--- config.mk ---
export PLATFORM = sky130hd
export DESIGN_NAME = aurora_rx_deframer_flat
export DESIGN_NICKNAME = d
export VERILOG_FILES = /design/src/rtl/aurora_rx_deframer_if.sv /design/src/rtl/aurora_rx_deframer.sv /design/src/flat_wrapper.sv
export SDC_FILE = /design/constraint.sdc
export NUM_CORES = 1
export LEC_CHECK = 0
export ABC_CLOCK_PERIOD_IN_PS = 11020
export CAP_MARGIN = 20
export CORE_ASPECT_RATIO = 1.4
export CORE_MARGIN = 5
export CORE_UTILIZATION = 48
export CTS_BUF_LIST = sky130_fd_sc_hd__clkbuf_8
export CTS_CLUSTER_DIAMETER = 30
export DETAILED_ROUTE_END_ITERATION = 8
export PLACE_DENSITY = 0.71
export SYNTH_ARGS = -nofsm -noshare
export SYNTH_HDL_FRONTEND = slang
export SYNTH_SLANG_ARGS = --single-unit
--- constraint.sdc ---
create_clock -name user_clk -period 11.02 [get_ports user_clk]
set_input_delay 1.102 -clock user_clk [delete_from_list [all_inputs] [get_ports user_clk]]
set_output_delay 1.102 -clock user_clk [all_outputs]
set_load 0.01 [all_outputs]
--- src/rtl/aurora_rx_deframer_if.sv ---
// Payload stream from the deframer to the DSP-side packet consumer.
// dat/sof/eof are qualified by valid; a beat transfers on valid && ready.
interface aurora_rx_deframer_if;
  logic [31:0] dat;
  logic        valid;
  logic        ready;
  logic        sof;
  logic        eof;

  modport master (output dat, output valid, output sof, output eof, input ready);
  modport slave  (input dat, input valid, input sof, input eof, output ready);
endinterface

--- src/rtl/aurora_rx_deframer.sv ---
// Aurora RX deframer: drains the RX FIFO (standard read, data one cycle
// after the strobe) through a 2-entry skid buffer, parses header/payload/
// checksum-trailer frames and streams the payload with sof/eof markers.
//
// state | meaning
// HDR   | consume head word as a header; bad words are discarded (hunt)
// PAY   | present head word on the stream, count down the payload length
// TRL   | consume head word as the checksum trailer, report status
module aurora_rx_deframer #(
  parameter logic [15:0] MAGIC   = 16'hBE11,
  parameter int          MAX_LEN = 1024,
  parameter int          TIMEOUT = 4095,
  parameter int          CNT_W   = 16
) (
  input  logic                 user_clk,
  input  logic                 rst,
  input  logic [31:0]          fifo_dat_i,
  input  logic                 fifo_empty_i,
  output logic                 fifo_rd_o,
  aurora_rx_deframer_if.master m,
  output logic                 pkt_done,
  output logic                 pkt_ok,
  output logic                 pkt_abort,
  output logic                 busy,
  output logic [CNT_W-1:0]     pkt_cnt,
  output logic [CNT_W-1:0]     sync_err_cnt,
  output logic [CNT_W-1:0]     chk_err_cnt
);

  localparam int IDLE_W = (TIMEOUT > 1) ? $clog2(TIMEOUT) : 1;

  typedef enum logic [1:0] {HDR, PAY, TRL} state_t;

  state_t            state_q, state_d;
  logic [31:0]       skid_q [2];
  logic              rd_ptr_q, wr_ptr_q;
  logic [1:0]        occ_q;
  logic              inflight_q;
  logic [31:0]       head;
  logic              has_word;
  logic              pop;
  logic [2:0]        level;
  logic [15:0]       rem_q;
  logic              first_q;
  logic [31:0]       sum_q;
  logic [IDLE_W-1:0] idle_q;
  logic              idle;
  logic              timeout;
  logic              hdr_ok;

  assign head     = skid_q[rd_ptr_q];
  assign has_word = (occ_q != 2'd0);
  assign hdr_ok   = (head[31:16] == MAGIC) && (head[15:0] != 16'd0) &&
                    (head[15:0] <= 16'(MAX_LEN));

  // Occupancy after this cycle's pop plus the word already on its way back.
  assign level     = {1'b0, occ_q} + {2'b00, inflight_q} - {2'b00, pop};
  assign fifo_rd_o = !rst && !fifo_empty_i && (level < 3'd2);

  // Idle means nothing buffered and nothing in flight; m.ready stalls never count.
  assign idle    = !has_word && !inflight_q;
  assign timeout = (state_q != HDR) && idle && (idle_q == '0);

  assign m.dat = head;
  assign m.sof = m.valid && first_q;
  assign m.eof = m.valid && (rem_q == 16'd1);
  assign busy  = (state_q != HDR) || has_word;

  // State register.
  always_ff @(posedge user_clk) begin
    if (rst) state_q <= HDR;
    else     state_q <= state_d;
  end

  // Next state, head-word consumption and stream valid.
  always_comb begin
    state_d = state_q;
    pop     = 1'b0;
    m.valid = 1'b0;
    case (state_q)
      HDR: begin
        if (has_word) begin
          pop = 1'b1;
          if (hdr_ok) state_d = PAY;
        end
      end
      PAY: begin
        m.valid = has_word;
        pop     = has_word && m.ready;
        if (pop && (rem_q == 16'd1)) state_d = TRL;
        else if (timeout)            state_d = HDR;
      end
      TRL: begin
        if (has_word) begin
          pop     = 1'b1;
          state_d = HDR;
        end else if (timeout) begin
          state_d = HDR;
        end
      end
      default: state_d = HDR;
    endcase
  end

  // Skid buffer: returned FIFO data lands in the free slot, pops advance the head.
  always_ff @(posedge user_clk) begin
    if (rst) begin
      skid_q[0]  <= '0;
      skid_q[1]  <= '0;
      rd_ptr_q   <= 1'b0;
      wr_ptr_q   <= 1'b0;
      occ_q      <= 2'd0;
      inflight_q <= 1'b0;
    end else begin
      inflight_q <= fifo_rd_o;
      if (inflight_q) begin
        skid_q[wr_ptr_q] <= fifo_dat_i;
        wr_ptr_q         <= ~wr_ptr_q;
      end
      if (pop) rd_ptr_q <= ~rd_ptr_q;
      occ_q <= occ_q + {1'b0, inflight_q} - {1'b0, pop};
    end
  end

  // Packet bookkeeping: length, checksum, idle timer, status pulses and counters.
  always_ff @(posedge user_clk) begin
    if (rst) begin
      rem_q        <= '0;
      first_q      <= 1'b0;
      sum_q        <= '0;
      idle_q       <= IDLE_W'(TIMEOUT - 1);
      pkt_done     <= 1'b0;
      pkt_ok       <= 1'b0;
      pkt_abort    <= 1'b0;
      pkt_cnt      <= '0;
      sync_err_cnt <= '0;
      chk_err_cnt  <= '0;
    end else begin
      pkt_done  <= 1'b0;
      pkt_ok    <= 1'b0;
      pkt_abort <= timeout;
      if (state_q == HDR && pop) begin
        if (hdr_ok) begin
          rem_q   <= head[15:0];
          sum_q   <= '0;
          first_q <= 1'b1;
        end else if (sync_err_cnt != '1) begin
          sync_err_cnt <= sync_err_cnt + CNT_W'(1);
        end
      end
      if (state_q == PAY && pop) begin
        sum_q   <= sum_q + head;
        rem_q   <= rem_q - 16'd1;
        first_q <= 1'b0;
      end
      if (state_q == TRL && pop) begin
        pkt_done <= 1'b1;
        pkt_ok   <= (head == sum_q);
        if (head == sum_q) begin
          if (pkt_cnt != '1) pkt_cnt <= pkt_cnt + CNT_W'(1);
        end else begin
          if (chk_err_cnt != '1) chk_err_cnt <= chk_err_cnt + CNT_W'(1);
        end
      end
      if (state_q == HDR || pop)      idle_q <= IDLE_W'(TIMEOUT - 1);
      else if (idle && idle_q != '0)  idle_q <= idle_q - IDLE_W'(1);
    end
  end

endmodule

--- src/flat_wrapper.sv ---
// flat-port wrapper written by rule: the top's interface ports become plain ports
module aurora_rx_deframer_flat 
#(
  parameter logic [15:0] MAGIC   = 16'hBE11,
  parameter int          MAX_LEN = 1024,
  parameter int          TIMEOUT = 4095,
  parameter int          CNT_W   = 16
)
  (user_clk, rst, fifo_dat_i, fifo_empty_i, fifo_rd_o, pkt_done, pkt_ok, pkt_abort, busy, pkt_cnt, sync_err_cnt, chk_err_cnt, m_dat, m_valid, m_sof, m_eof, m_ready);
  aurora_rx_deframer_if m_i ();
  input  logic user_clk;
  input  logic rst;
  input  logic [31:0] fifo_dat_i;
  input  logic fifo_empty_i;
  output logic fifo_rd_o;
  output logic pkt_done;
  output logic pkt_ok;
  output logic pkt_abort;
  output logic busy;
  output logic [CNT_W-1:0] pkt_cnt;
  output logic [CNT_W-1:0] sync_err_cnt;
  output logic [CNT_W-1:0] chk_err_cnt;
  output wire logic [$bits(m_i.dat)-1:0] m_dat;
  output wire logic [$bits(m_i.valid)-1:0] m_valid;
  output wire logic [$bits(m_i.sof)-1:0] m_sof;
  output wire logic [$bits(m_i.eof)-1:0] m_eof;
  input wire logic [$bits(m_i.ready)-1:0] m_ready;
  assign m_dat = m_i.dat;
  assign m_valid = m_i.valid;
  assign m_sof = m_i.sof;
  assign m_eof = m_i.eof;
  assign m_i.ready = m_ready;
  aurora_rx_deframer #(.MAGIC(MAGIC), .MAX_LEN(MAX_LEN), .TIMEOUT(TIMEOUT), .CNT_W(CNT_W)) u_core (.user_clk(user_clk), .rst(rst), .fifo_dat_i(fifo_dat_i), .fifo_empty_i(fifo_empty_i), .fifo_rd_o(fifo_rd_o), .m(m_i), .pkt_done(pkt_done), .pkt_ok(pkt_ok), .pkt_abort(pkt_abort), .busy(busy), .pkt_cnt(pkt_cnt), .sync_err_cnt(sync_err_cnt), .chk_err_cnt(chk_err_cnt));
endmodule
======== Word-level counts from Yosys, hierarchy flattened ========
Memories as Yosys holds them, arrays and structs flattened. A register that Yosys moved wholly into a read port is not among the register bits.
Index checks and enable logic that the tools add are counted.
storage, ports and cells
  bits in latches ......................... 0
  output and inout bits ................... 88
  register bits ........................... 119
  RAM bits ................................ 64
  memories kept ........................... 1
  bits of input ports ..................... 36
  ROM bits ................................ 0
memory list
  memory         depth  width  read ports  clocked after memory_dff  write ports  line                      source
  u_core.skid_q  2      32     1           1                         2            aurora_rx_deframer.sv:35  logic [31:0] skid_q [2];
operators by class
  bitwise operators ....................... 5
  $mul .................................... 0
  shifts and indexed selects .............. 0
  equality and inequality tests ........... 10
  reductions and logical operators ........ 40
  muxes and demuxes ....................... 26
  div/mod/pow operators ................... 0
  order comparisons ....................... 2
  add/sub/neg operators ................... 10
operators with widths
  cell                                                                     count
  32-bit two-way mux                                                       4
  16-bit by 1-bit adder with 16-bit output, second input constant          3
  16-bit two-way mux                                                       3
  16-bit inequality test, second input constant                            3
  32-bit adder                                                             1
  32-bit equality test                                                     1
  32-bit OR reduction                                                      1
  16-bit by 1-bit equality test with 1-bit output, second input constant   1
  16-bit equality test, second input constant                              1
  16-bit by 11-bit <= comparator with 1-bit output, second input constant  1
  16-bit nonzero test                                                      1
  16-bit by 1-bit subtractor with 16-bit output, second input constant     1
  1-bit logical AND                                                        15
  12-bit zero test                                                         1
  1-bit two-way mux                                                        12
  12-bit nonzero test                                                      1
  12-bit by 1-bit subtractor with 12-bit output, second input constant     1
  2-bit two-way mux                                                        5
  3-bit AND reduction                                                      3
  2-bit nonzero test                                                       4
  2-bit OR reduction                                                       4
  2-bit one-hot mux with 3 select lines                                    1
  2-bit AND reduction                                                      3
  1-bit NOT                                                                5
  other kinds (12)                                                         17

======== Longest topological paths before layout ========
Gate-level depths: netlist of the first run.
  depth in word-level cells ............... 8
  depth in mapped cells ................... 16
  depth with buffers taken out ............ 13

======== Least setup slack after synthesis of the first run ========
Ideal clock, no wire load.
  kind .................................... register -> register
  from .................................... reg (tool-made name)
  to ...................................... reg u_core.sum_q[25]
  setup time .............................. 0.117 ns
  required time ........................... 10.903 ns
  period minus slack after synthesis ...... 3.974 ns
  stages on the path, launching flop included .. 16
  arrival time ............................ 3.856 ns
  slack ................................... 7.046 ns
  cells stage by stage .................... dfxtp_1 buf_6 buf_6 clkbuf_1 clkbuf_1 mux2_2 ha_1 clkbuf_1 a21oi_1 o31ai_1 a221oi_1 o2111ai_1 and2_1 a21o_1 a211o_1 a32o_1
RTL lines
  item                  line                       source
  end signal, assigned  aurora_rx_deframer.sv:152  sum_q <= sum_q + head;
  end, declared         aurora_rx_deframer.sv:45   logic [31:0] sum_q;

======== Worst setup path in the final report of the first run ========
  from .................................... in m_ready
  to ...................................... out fifo_rd_o
on the way
  cells in the longest elaborated chain, start to end .. 5
RTL lines
  item                                           line                      source
  start, declared                                flat_wrapper.sv:27        input wire logic [$bits(m_i.ready)-1:0] m_ready;
  1-bit logical AND                              aurora_rx_deframer.sv:89  pop = has_word && m.ready;
  1-bit one-hot mux with 2 select lines          aurora_rx_deframer.sv:80  case (state_q)
  3-bit by 1-bit subtractor with 3-bit output    aurora_rx_deframer.sv:57  assign level = {1'b0, occ_q} + {2'b00, inflight_q} - {2'b00, pop};
  named net u_core.level[1]                      aurora_rx_deframer.sv:42  logic [2:0] level;
  3-bit by 2-bit < comparator with 1-bit output  aurora_rx_deframer.sv:58  assign fifo_rd_o = !rst && !fifo_empty_i && (level < 3'd2);
  1-bit logical AND                              aurora_rx_deframer.sv:58
  end, declared                                  flat_wrapper.sv:15        output logic fifo_rd_o;
The timed path passes the listed nets, and every way through them passes these cells.

==> out/metrics.csv, run 1 <==
stage,metric,value,unit
status,status,"complete, no violations",
critical_path,worstPathRequired,9920,ps
cts,cts-htree-levels,4,
critical_path,worstPathArrival,3890,ps
synthesis,synth_top_family_by_area,simple AND/OR/NAND/NOR gates,
job,cap_violations,0,
critical_path,ff2ff_setup_slack,7190,ps
cts,cts_resized,0,
synthesis,syn-cell-area,9780,sq um
final_layout,finalNetCount,1217,
power_and_ir_drop,switchingPower,628,uW
synthesis,yosysWarnings,0,
global_route,grt_antenna_before_repair,0,
hold_path,hp-class,flop to flop,
cts,post-cts-setup-buffers,0,
global_route,grt_pass1_wl,40100,microns
synthesis,avgSynthCellArea,9.46,sq um
cts,cts_tree,done,
floorplanning,ioPinCount,124,
synthesis,synth_top_area_cell,dfxtp_1,
final_layout,antenna_cells,0,
sta,worst_pin_slew,1150,ps
synthesis,synthTopCellsByArea,"dfxtp_1 25%, edfxtp_1 20%, ha_1 5.1%",
synthesis,syn_nets,1112,
final_layout,final_common_cell,clkdlybuf4s50_1,
power_and_ir_drop,p_seq_share,41.8,%
cts,cts_hold_buf,0,
global_route,grt_pass1_vias,7763,
sta,finalClockSkew,18.6,ps
synthesis,synth-adder-area-share,5.52,%
synthesis,ys_seq_area_share,44.2,%
cts,cts_sinks,184,
global_route,grt.total_usage,21.8,%
sta,slew_viol_final,0,
critical_path,cp-start-kind,input port,
detailed_routing,drt-initial-drc-count,546,
synthesis,netlist_instances,1034,
cts,cts_max_path_buffers,2,
floorplanning,die_h,179,microns
detailed_routing,routedWlPerCell,17.7,microns
sta,relSlewSlack,23.3,%
synthesis,synthArstFlopShare,0,%
sta,worst_slack,6030,ps
power_and_ir_drop,power,1850,uW
critical_path,endpoint_kind,output pin,
detailed_routing,drc,0,
placement,dp_cells,1372,
placement,dp_hpwl,18000,microns
power_and_ir_drop,comb_power_share,32.1,%
synthesis,synth-compound-area-share,13.1,%
sta,min_period_over_period,45.3,%
floorplanning,start_util,48.9,%
floorplanning,dieArea,23400,sq um
floorplanning,die_width,131,microns
synthesis,yosys.area_share.simple,23.6,%
synthesis,ys.flop_type,dfxtp_1,
sta,setup_viol,0,
floorplanning,rows,61,
detailed_routing,ant_nets,0,
power_and_ir_drop,sw_frac_of_total,33.9,%
detailed_routing,avgViaCountPerCell,5.67,
cts,clkTransAtPathRegs,100,ps
power_and_ir_drop,p_leak,0.00427,uW
sta,hold_viol_final,0,
power_and_ir_drop,p_int,1220,uW
cts,clk_latency,480,ps
final_layout,fin_cells,1404,
placement,gp_congestion,0.908,
final_layout,final_cell_mix,"122 x clkdlybuf4s50_1, 120 x dfxtp_1, 108 x nor2_1, 71 x nand2_1, 70 x and2_1",
synthesis,synth.ff_latch_count,184,
sta,rsz0062_at_grt,no,
global_route,grt.overflow.total,0,
final_layout,layout-drive-gt1-share,8.51,%
global_route,grt_max_degree,58,
synthesis,synth_top_area_share,24.6,%
critical_path,cp_max_fo,3,
placement,portBuffers,123,
cts,numCtsBuffers,17,
floorplanning,core,20000,sq um
sta,fin_crit,4990,ps
cts,root_buffer,clkbuf_8,
detailed_routing,num_vias,7964,
synthesis,synth_enable_flop_cells,64,
detailed_routing,wl,24900,microns
synthesis,synth_xor_area_share,5.91,%
power_and_ir_drop,powerDensity,160,nW/um^2
sta,max_freq,200,MHz
critical_path,critical_path_class,input port to output pin,
placement,place_ws,6050,ps
synthesis,synth_mux_area_share,4.14,%
power_and_ir_drop,ir_drop,0.0795,mV
synthesis,synth_cell_types,73,
detailed_routing,firstDrtPassIters,5,
final_layout,area_growth,18.4,%
sta,setup_tns,0,ps
power_and_ir_drop,clockPowerShare,26.0,%
worst max-delay path, stage by stage:
cell	delay [ps]
clkdlybuf4s50_1	480
nand2b_1	80
a21oi_1	280
ha_1	290
inv_1	50
ha_1	150
fa_1	450
nor4_1	370
clkdlybuf4s50_1	630
synth_stat cells, types with 4 or more instances:
cell        n
dfxtp_1   120
nor2_1    108
nand2_1    71
and2_1     70
edfxtp_1   64
a21oi_1    62
nand3_1    48
xnor2_1    41
ha_1       40
o21ai_0    38
inv_1      33
clkbuf_1   31
mux2_2     28
or3_1      27
xor2_1     25
nor3_1     21
nor4_1     20
a21o_1     11
a31oi_1    10
nand4_1     9
a22oi_1     8
o211ai_1    8
a211oi_1    7
a22o_1      7
buf_6       7
a221oi_1    6
mux2i_1     6
and3_1      5
nand2b_1    5
nor3b_1     5
o21ai_1     5
or4_1       5
a311oi_1    4
buf_2       4
nand3b_1    4
nor2b_1     4
nor4_2      4
o21bai_1    4
or2_2       4
per-stage QoR:
step                cell area (sq um)  utilization (%)  hold slack [ps]
global route                    11600             58.0              491
detailed placement              11200             55.9              448
global placement                11200             55.9              439
finish                          11600             58.0              460
CTS                             11600             58.0              469
floorplan                        9780                -              431
layout make-up:
cell class                 instances  area (sq um)
tap                              252           315
multi-input combinational        773          5120
clock inverter                    15           186
timing repair buffer             130          1280
inverter                          33           124
clock buffer                      17           234
fill                            1756          8410
sequential                       184          4320
path summary, 6_finish.rpt:
kind,start,endpoint,cells past startpoint
max,m_ready,fifo_rd_o,9
min,u_core.sum_q[28]$_SDFFE_PP0P_,u_core.sum_q[28]$_SDFFE_PP0P_,2
max reg2reg,flop,u_core.sum_q[28]$_SDFFE_PP0P_,12
min reg2reg,u_core.sum_q[28]$_SDFFE_PP0P_,u_core.sum_q[28]$_SDFFE_PP0P_,2
per-layer routing:
layer	vias up	track usage, %	share of wire, %
li1	3939	-	-
met1	3774	24.4	39
met2	210	39.0	52
met3	41	6.02	6.4
met4	0	8.45	2.9
met5	-	0	0
sequential cells by signal, indices dropped and copies added (netlist names), 2 cells and up, named ones only:
name,cells
u_core.skid_q,64
u_core.sum_q,32
u_core.chk_err_cnt,16
u_core.pkt_cnt,16
u_core.rem_q,16
u_core.sync_err_cnt,16
u_core.idle_q,12
u_core.occ_q,2
u_core.state_q,2
cell families (layout without fill, tap and decap cells):
kind of cell    after synthesis  in the layout
flops                       184            184
simple gates                433            433
buf+inv                      77            195
mux                          36             36
compound gates              196            196
xor+xnor                     66             66
fa+ha+maj                    42             42
power groups by stage:
stage                     Combinational [uW]  Sequential [uW]  Clock (uW)
after global routing                     646              779         527
after floorplan                          378              785           0
after global placement                   593              789           0
after CTS                                602              775         498
after detailed placement                 599              791           0
final                                    595              774         482
Note: power is estimated with default switching activity, not from simulation.
==> run 2, diff against run 1 <==
- ABC_CLOCK_PERIOD_IN_PS: 11020 -> 4800
- clock period: 11.02 -> 4.8 ns (I/O delays scaled with it)
==> out/metrics.csv, run 2 (synthesized netlist as in run 1, its figures left out) <==
stage,metric,value,unit
cts,cts_hold_buf,0,
sta,worst_pin_slew,862,ps
global_route,grt_pass1_vias,8034,
cts,clk_latency,470,ps
final_layout,final_common_cell,clkdlybuf4s50_1,
status,status,"complete, no violations",
detailed_routing,drt-initial-drc-count,479,
detailed_routing,ant_nets,0,
critical_path,worstPathRequired,5160,ps
hold_path,hp-class,input port to flop,
power_and_ir_drop,ir_drop,0.210,mV
sta,relSlewSlack,42.3,%
final_layout,largest_register,u_core.skid_q,
critical_path,cp_max_fo,38,
cts,cts_tree,done,
floorplanning,die_h,179,microns
final_layout,fin_cells,1406,
sta,setup_viol,0,
job,cap_violations,0,
sta,setup_tns,0,ps
cts,cts-htree-levels,4,
detailed_routing,num_vias,7976,
critical_path,cp-start-kind,flop,
floorplanning,dieArea,23400,sq um
critical_path,crit_chain,buf_12 > mux2i_1 > inv_1 > ha_1 > a211oi_1 > o21ai_1 > a21oi_2 > o2111ai_1 > and2_1 > a21o_1 > a211o_1 > a32o_1,
cts,post-cts-setup-buffers,0,
sta,holdWs,424,ps
sta,finalClockSkew,19.2,ps
floorplanning,core,20000,sq um
sta,fin_crit,3700,ps
global_route,grt_antenna_before_repair,0,
power_and_ir_drop,p_leak,0.00425,uW
floorplanning,die_width,131,microns
cts,cts_max_path_buffers,2,
floorplanning,start_util,48.9,%
final_layout,final_cell_mix,"122 x clkdlybuf4s50_1, 120 x dfxtp_1, 108 x nor2_1, 71 x nand2_1, 70 x and2_1",
critical_path,slowest_delay,470,ps
critical_path,crit_slowest_cell,mux2i_1,
final_layout,layout-drive-gt1-share,8.49,%
sta,max_freq,270,MHz
floorplanning,rows,61,
critical_path,critical_path_class,flop to flop,
placement,dp_cells,1373,
global_route,grt.overflow.total,0,
global_route,grt_max_degree,40,
detailed_routing,firstDrtPassIters,4,
power_and_ir_drop,powerDensity,360,nW/um^2
sta,rsz0062_at_grt,no,
sta,slew_viol_final,0,
final_layout,largest_reg_flops,64,
cts,cts_resized,0,
placement,portBuffers,123,
sta,min_period_over_period,77.0,%
final_layout,finalNetCount,1219,
cts,cts_sinks,184,
sta,hold_viol_final,0,
detailed_routing,drc,0,
final_layout,area_growth,18.2,%
cts,clkTransAtPathRegs,110,ps
critical_path,ff2ff_setup_slack,1100,ps
placement,gp_congestion,0.930,
floorplanning,ioPinCount,124,
global_route,grt.total_usage,22.4,%
critical_path,r2r_cells,12,
final_layout,reg.largest.list,"u_core.skid_q x64, u_core.sum_q x32",
critical_path,worstPathArrival,4060,ps
detailed_routing,routedWlPerCell,18.2,microns
critical_path,endpoint_kind,flop,
detailed_routing,wl,25500,microns
final_layout,antenna_cells,0,
cts,numCtsBuffers,17,
cts,root_buffer,clkbuf_8,
hold_path,min_path_cells,2,
global_route,grt_pass1_wl,41000,microns
detailed_routing,avgViaCountPerCell,5.67,
placement,dp_hpwl,18800,microns
-- run 2: cell types whose count changed in the layout (fill, tap and decap cells not counted), sizes merged --
cell      change
buf           +2
bufinv        -2
clkinv        +1
clkinvlp      +1
-- run 2: area by class of cell --
class / count / area, sq um
clock inverters: 15 / 136
clock buffers: 17 / 234
fillers: 1810 / 8430
inverters: 33 / 124
repair buffers: 132 / 1310
well taps: 252 / 315
multi-input cells: 773 / 5120
flip-flops and latches: 184 / 4320
-- run 2: report_power, final --
part           leakage [uW]  total [uW]  switching (uW)  internal (uW)
combinational       0.00244        1390             778            611
sequential          0.00163        1790            61.7           1720
clock              0.000182         994             615            379
total               0.00425        4170            1460           2710
-- run 2: worst paths after layout --
check,start,end
worst max-delay path,flop,u_core.sum_q[25]$_SDFFE_PP0P_
worst min-delay path,rst,u_core.chk_err_cnt[6]$_SDFFE_PP0P_
worst max register to register,flop,u_core.sum_q[25]$_SDFFE_PP0P_
worst min register to register,u_core.rem_q[6]$_SDFFE_PP0P_,u_core.rem_q[6]$_SDFFE_PP0P_
-- run 2: worst max-delay path, delay by kind of cell (launching register included) --
| kind | cells | cell delay, ps |
|---|---|---|
| buf+inv | 2 | 350 |
| fa+ha+maj | 1 | 370 |
| simple gates | 1 | 250 |
| compound gates | 7 | 1790 |
| flops | 1 | 370 |
| mux | 1 | 470 |
-- run 2: layer usage --
metal  vias up  routed length [microns]  global-route usage [%]
met5         -                        0                       0
met4         0                     1090                    10.2
met3        53                     1350                    5.96
met2       187                    13000                    39.5
met1      3789                    10100                    24.8
li1       3947                        -                       -
-- run 2: through the flow --
step / setup slack [ps] / util (%) / area (sq um) / total power (uW)
finish: 1100 / 57.8 / 11600 / 4170
global route: 657 / 57.8 / 11600 / 4390
CTS: 1090 / 57.8 / 11600 / 4200
detailed placement: 1100 / 56.0 / 11200 / 3210
global placement: 1120 / 56.0 / 11200 / 3200
floorplan: 826 / - / 9780 / 2670
